--- src/rtl/svtime_pkg.sv ---
// Shared types and calendar constants for the time keeper.
package svtime_pkg;

  // Alarm controller states.
  typedef enum logic [1:0] {
    IDLE    = 2'd0,
    RINGING = 2'd1,
    SNOOZED = 2'd2
  } alarm_state_e;

  localparam int SEC_PER_MIN   = 60;
  localparam int MIN_PER_HOUR  = 60;
  localparam int HOUR_PER_DAY  = 24;
  localparam int DAYS_PER_WEEK = 7;

  // Width of the ring and snooze second counters.
  localparam int CNT_W = 17;

  // True when every field of a load request is a legal calendar value.
  function automatic logic load_in_range(
    input logic [5:0] sec,
    input logic [5:0] min,
    input logic [4:0] hour,
    input logic [2:0] wday
  );
    return (sec  <= 6'(SEC_PER_MIN - 1))  &&
           (min  <= 6'(MIN_PER_HOUR - 1)) &&
           (hour <= 5'(HOUR_PER_DAY - 1)) &&
           (wday <= 3'(DAYS_PER_WEEK - 1));
  endfunction

endpackage

--- src/rtl/time_prescaler.sv ---
// Divides clk down to a one-cycle tick every TICKS_PER_SEC cycles.
module time_prescaler #(
  parameter int TICKS_PER_SEC = 4
) (
  input  logic clk,
  input  logic rst,
  input  logic clear,
  output logic tick
);

  localparam int CW = (TICKS_PER_SEC > 1) ? $clog2(TICKS_PER_SEC) : 1;
  localparam logic [CW-1:0] LAST = CW'(TICKS_PER_SEC - 1);

  logic [CW-1:0] count_reg;

  // The tick is the last count of each second.
  assign tick = (count_reg == LAST);

  // Free-running modulo counter; a clear restarts the second from zero.
  always_ff @(posedge clk) begin
    if (rst || clear) begin
      count_reg <= '0;
    end else if (tick) begin
      count_reg <= '0;
    end else begin
      count_reg <= count_reg + 1'b1;
    end
  end

endmodule

--- src/rtl/time_keeper.sv ---
// Weekday clock with load port, rollover strobes and a snoozable alarm.
module time_keeper
  import svtime_pkg::*;
#(
  parameter int TICKS_PER_SEC = 4,
  parameter int RING_SEC      = 60,
  parameter int SNOOZE_MIN    = 9
) (
  input  logic       clk,
  input  logic       rst,
  input  logic       load_valid,
  input  logic [5:0] ld_sec,
  input  logic [5:0] ld_min,
  input  logic [4:0] ld_hour,
  input  logic [2:0] ld_wday,
  input  logic       alarm_en,
  input  logic [4:0] alarm_hour,
  input  logic [5:0] alarm_min,
  input  logic       snooze,
  input  logic       stop,
  output logic [5:0] tm_sec,
  output logic [5:0] tm_min,
  output logic [4:0] tm_hour,
  output logic [2:0] tm_wday,
  output logic       sec_pulse,
  output logic       min_pulse,
  output logic       hour_pulse,
  output logic       day_pulse,
  output logic       load_err,
  output logic       ring
);

  localparam logic [CNT_W-1:0] RING_LOAD   = CNT_W'(RING_SEC);
  localparam logic [CNT_W-1:0] SNOOZE_LOAD = CNT_W'(SNOOZE_MIN * SEC_PER_MIN);

  logic tick;
  logic load_ok;
  logic advance;

  logic       sec_wrap, min_wrap, hour_wrap, day_wrap;
  logic [5:0] sec_inc, min_inc;
  logic [4:0] hour_inc;
  logic [2:0] wday_inc;
  logic       alarm_hit;

  alarm_state_e     state_reg;
  logic [CNT_W-1:0] ring_cnt_reg;
  logic [CNT_W-1:0] snooze_cnt_reg;

  // A legal load overrides the tick of the same cycle, so only un-loaded ticks advance time.
  assign load_ok = load_valid && load_in_range(ld_sec, ld_min, ld_hour, ld_wday);
  assign advance = tick && !load_ok;

  time_prescaler #(
    .TICKS_PER_SEC(TICKS_PER_SEC)
  ) u_prescaler (
    .clk  (clk),
    .rst  (rst),
    .clear(load_ok),
    .tick (tick)
  );

  // Time one second ahead of the current value, with the carry chain.
  always_comb begin
    sec_wrap  = (tm_sec == 6'(SEC_PER_MIN - 1));
    min_wrap  = sec_wrap && (tm_min == 6'(MIN_PER_HOUR - 1));
    hour_wrap = min_wrap && (tm_hour == 5'(HOUR_PER_DAY - 1));
    day_wrap  = hour_wrap && (tm_wday == 3'(DAYS_PER_WEEK - 1));
    sec_inc   = sec_wrap ? 6'd0 : tm_sec + 6'd1;
    min_inc   = !sec_wrap ? tm_min : (min_wrap ? 6'd0 : tm_min + 6'd1);
    hour_inc  = !min_wrap ? tm_hour : (hour_wrap ? 5'd0 : tm_hour + 5'd1);
    wday_inc  = !hour_wrap ? tm_wday : (day_wrap ? 3'd0 : tm_wday + 3'd1);
    alarm_hit = advance && alarm_en && (sec_inc == 6'd0) &&
                (min_inc == alarm_min) && (hour_inc == alarm_hour);
  end

  // Time-of-day registers, rollover strobes and load error flag.
  always_ff @(posedge clk) begin
    if (rst) begin
      tm_sec     <= '0;
      tm_min     <= '0;
      tm_hour    <= '0;
      tm_wday    <= '0;
      sec_pulse  <= 1'b0;
      min_pulse  <= 1'b0;
      hour_pulse <= 1'b0;
      day_pulse  <= 1'b0;
      load_err   <= 1'b0;
    end else begin
      if (load_ok) begin
        tm_sec  <= ld_sec;
        tm_min  <= ld_min;
        tm_hour <= ld_hour;
        tm_wday <= ld_wday;
      end else if (advance) begin
        tm_sec  <= sec_inc;
        tm_min  <= min_inc;
        tm_hour <= hour_inc;
        tm_wday <= wday_inc;
      end
      sec_pulse  <= advance;
      min_pulse  <= advance && sec_wrap;
      hour_pulse <= advance && min_wrap;
      day_pulse  <= advance && hour_wrap;
      load_err   <= load_valid && !load_ok;
    end
  end

  // Alarm controller; ring is registered from the state being entered.
  always_ff @(posedge clk) begin
    if (rst) begin
      state_reg      <= IDLE;
      ring_cnt_reg   <= '0;
      snooze_cnt_reg <= '0;
      ring           <= 1'b0;
    end else if (!alarm_en) begin
      state_reg <= IDLE;
      ring      <= 1'b0;
    end else begin
      case (state_reg)
        IDLE: begin
          if (alarm_hit) begin
            state_reg    <= RINGING;
            ring_cnt_reg <= RING_LOAD;
            ring         <= 1'b1;
          end else begin
            ring <= 1'b0;
          end
        end
        RINGING: begin
          if (stop) begin
            state_reg <= IDLE;
            ring      <= 1'b0;
          end else if (snooze) begin
            state_reg      <= SNOOZED;
            snooze_cnt_reg <= SNOOZE_LOAD;
            ring           <= 1'b0;
          end else if (advance) begin
            if (ring_cnt_reg <= CNT_W'(1)) begin
              state_reg    <= IDLE;
              ring_cnt_reg <= '0;
              ring         <= 1'b0;
            end else begin
              ring_cnt_reg <= ring_cnt_reg - 1'b1;
              ring         <= 1'b1;
            end
          end else begin
            ring <= 1'b1;
          end
        end
        SNOOZED: begin
          if (stop) begin
            state_reg <= IDLE;
            ring      <= 1'b0;
          end else if (advance) begin
            if (snooze_cnt_reg <= CNT_W'(1)) begin
              state_reg      <= RINGING;
              snooze_cnt_reg <= '0;
              ring_cnt_reg   <= RING_LOAD;
              ring           <= 1'b1;
            end else begin
              snooze_cnt_reg <= snooze_cnt_reg - 1'b1;
              ring           <= 1'b0;
            end
          end else begin
            ring <= 1'b0;
          end
        end
        default: begin
          state_reg <= IDLE;
          ring      <= 1'b0;
        end
      endcase
    end
  end

endmodule

--- config.mk ---
export PLATFORM = sky130hd
export DESIGN_NAME = time_keeper
export DESIGN_NICKNAME = d
export VERILOG_FILES = /design/src/rtl/svtime_pkg.sv /design/src/rtl/time_prescaler.sv /design/src/rtl/time_keeper.sv
export SDC_FILE = /design/constraint.sdc
export NUM_CORES = 1
export LEC_CHECK = 0
export CORE_MARGIN = 2
export CORE_UTILIZATION = 50
export DETAILED_ROUTE_END_ITERATION = 8
export MAX_ROUTING_LAYER = met4
export PLACE_DENSITY_LB_ADDON = 0.05
export SLEW_MARGIN = 40
export SYNTH_ARGS = -nofsm -noshare
export SYNTH_HDL_FRONTEND = slang
export SYNTH_SLANG_ARGS = --single-unit
export TNS_END_PERCENT = 30
--- constraint.sdc ---
create_clock -name clk -period 2.6 [get_ports clk]
set_input_delay 0.26 -clock clk [delete_from_list [all_inputs] [get_ports clk]]
set_output_delay 0.26 -clock clk [all_outputs]
set_load 0.02 [all_outputs]
==> impl_metrics.tcl <==
set metrics [dict create \
    status "complete, but fails checks" \
    violations "negative setup slack" \
    slew_headroom 0.560 \
    cp_slowest_cell "dfxtp_4" \
    synth_top_family_by_area "simple AND/OR/NAND/NOR gates" \
    cp_max_fo 5 \
    cts_hold_buffers 0 \
    grt_use_met2 0.446 \
    ant_nets 0 \
    n_antenna_cell 0 \
    wl_per_cell_um 16.5 \
    setup_viol 1 \
    fin_ws_ns -0.00934 \
    synth_enable_flop_cells 0 \
    grt_pass1_vias 4204 \
    critPathKind "register to register" \
    cts_sinks 64 \
    syn_area_per_cell_sq_um 7.97 \
    grt_usage 0.288 \
    synth_cells 526 \
    critPathLaunch "tm_min[0]" \
    gp_congestion 1.01 \
    cts_max_path_buffers 2 \
    path_buf_inv 1 \
    yosysUniqueCellTypes 78 \
    die_h_um 95.6 \
    layout_common_cells "62 x nor2_1, 61 x clkdlybuf4s50_1, 59 x buf_4, 51 x dfxtp_1, 33 x nand2_1" \
    regArea_sq_um 1310 \
    postLayoutCoreUtil 0.690 \
    clk_latency_ns 0.35 \
    coreArea_sq_um 8180 \
    final_common_cell "nor2_1" \
    cts-root-buf "clkbuf_8" \
    io_pins 63 \
    netlist_area_sq_um 4190 \
    clk_pin_slew_worst_paths_ns 0.08 \
    rrSetupSlack_ns -0.009 \
    routed_wl_um 12200 \
    crit_chain "ha_4, nand3b_4, buf_4, nor4_2, mux2i_1, o221ai_2, nor4b_4, a31oi_4, nor2_8, mux2_4" \
    synthAdderAreaFrac 0.0299 \
    cts_tree "built" \
    grt-busiest-layer "met2" \
    maxCapViolations 0 \
    powerDensity_nw_per_um2 444 \
    r2r-end "ring_cnt_reg[1]" \
    vias_per_cell 5.96 \
    path_depth 10 \
    drtPass1Iterations 5 \
    rsz0062_at_grt "yes" \
    finalHoldWorstSlack_ns 0.437 \
    synth_warnings 0 \
    finalCriticalPeriod_ns 2.61 \
    ys_seq_area_frac 0.306 \
    drive_above_1_share 0.206 \
    area_growth_pct 34.5 \
    design.die.area_sq_um 9130 \
    syn_nets 573 \
    die_x_um 95.6 \
    hpwlAfterDp_um 8820 \
    grt_max_degree 33 \
    cp-end-kind "register" \
    synth_xor_area_frac 0.0418 \
    io_buffers 62 \
    drc 0 \
    start_util 0.513 \
    endpoint "ring_cnt_reg[1]" \
    worst_slew_pin_slew_ns 0.661 \
    htreeDepth 3 \
    synth.area.mux_share 0.0230 \
    cts_buffers 9 \
    hold_class "register to register" \
    grt_overflow 0 \
    skew_ns 0.00662 \
    rows 33 \
    critPathArrivalTime_ns 2.85 \
    layout.nets 678 \
    vdd_drop_max_mv 0.286 \
    slowest_delay_ns 0.36 \
    p_leak_nw 2.09 \
    reg2reg_depth 10 \
    crit_family "simple AND/OR/NAND/NOR gates" \
    met3_usage 0.0379 \
    drt_iter0_drc 323 \
    multi_input_area_sq_um 2790 \
    rr_startpoint "tm_min[0]" \
    synthFlopType "dfxtp_1" \
    startpoint_type "register" \
    fmax_mhz 383 \
    finalCritPeriodShare 1.00 \
    ys_seq_elements 64 \
    synth_compound_area_frac 0.239 \
    finalMaxSlewViolations 0 \
    grt_antenna_before_repair 0 \
    worstPathRequired_ns 2.84 \
    place_ws_ns -0.0936 \
    synthSimpleGateAreaFrac 0.313 \
    vias 4420 \
    hold_violations 0 \
    grt_pass1_wl_um 20300 \
    grt.met1_usage 0.388 \
    ys_async_sr_fraction 0 \
    fillers 699 \
]
## cell type report
| cell class | count | area share |
|---|---|---|
| sequential | 64 | 0.232 |
| tap | 105 | 0.0233 |
| inverter | 18 | 0.0120 |
| timing repair buffer | 124 | 0.197 |
| clock inverter | 6 | 0.0160 |
| multi-input combinational | 414 | 0.496 |
| clock buffer | 10 | 0.0244 |
## repair_timing
item | CTS | global route
pin swaps | 8 | 7
gates resized for setup | 4 | 13
setup buffers | 2 | 5
setup endpoints to repair | 9 | 19
## worst min path at each step
| stage | cells past startpoint | slack [ns] | to | from |
|---|---|---|---|---|
| 2_1_floorplan | 2 | 0.40 | tm_hour[3] | ld_hour[3] |
| 3_3_place_gp | 1 | 0.42 | u_prescaler.count_reg[0] | u_prescaler.count_reg[0] |
| 3_5_place_dp | 1 | 0.43 | u_prescaler.count_reg[0] | u_prescaler.count_reg[0] |
| 4_1_cts | 2 | 0.42 | snooze_cnt_reg[4] | rst |
| 5_1_grt | 2 | 0.46 | snooze_cnt_reg[4] | rst |
| 6_report | 1 | 0.44 | u_prescaler.count_reg[0] | u_prescaler.count_reg[0] |
## routing by layer
| metal | up-vias | share of wire |
|---|---|---|
| met4 | 0 | 0.019 |
| met1 | 2091 | 0.48 |
| met2 | 145 | 0.46 |
| li1 | 2159 | - |
| met3 | 25 | 0.045 |
| met5 | - | 0 |
## metrics by stage
step / TNS (ns) / cells / cell area, sq um / total power [mW]
global route: -0.966 / 741 / 5640 / 2.61
floorplan: -0.0494 / 526 / 4270 / 1.31
global placement: -0.0784 / 718 / 5310 / 1.52
detailed placement: -0.305 / 718 / 5310 / 1.53
CTS: -0.00133 / 736 / 5570 / 2.51
finish: -0.00934 / 741 / 5640 / 2.50
## Yosys cell counts (11+ instances only)
cell type	n	area, sq um
a21oi_1	31	155
nor4_1	12	75.1
o21ai_0	31	155
inv_1	18	67.6
dfxtp_1	64	1280
clkbuf_1	22	82.6
nor2b_1	11	68.8
nand2_1	33	124
xnor2_1	11	96.3
nor3_1	34	170
nand3_1	17	85.1
a211oi_1	20	150
nor2_1	63	236
## power by group
group | switching (mW) | total [mW] | internal [mW]
clock network | 0.419 | 0.989 | 0.570
registers | 0.0369 | 1.05 | 1.01
logic | 0.235 | 0.466 | 0.231
## kinds of logic (layout without fill, tap and decap cells)
| logic type | Yosys count | after routing |
|---|---|---|
| muxes | 9 | 9 |
| adders and majority gates | 10 | 10 |
| xor gates and xnor gates | 20 | 20 |
| buffers and inverters | 48 | 158 |
| and+or+nand+nor | 234 | 234 |
| DFF | 64 | 64 |
| AOI/OAI and AO/OA | 141 | 141 |
No activity file was read; power rests on OpenSTA's default activity.
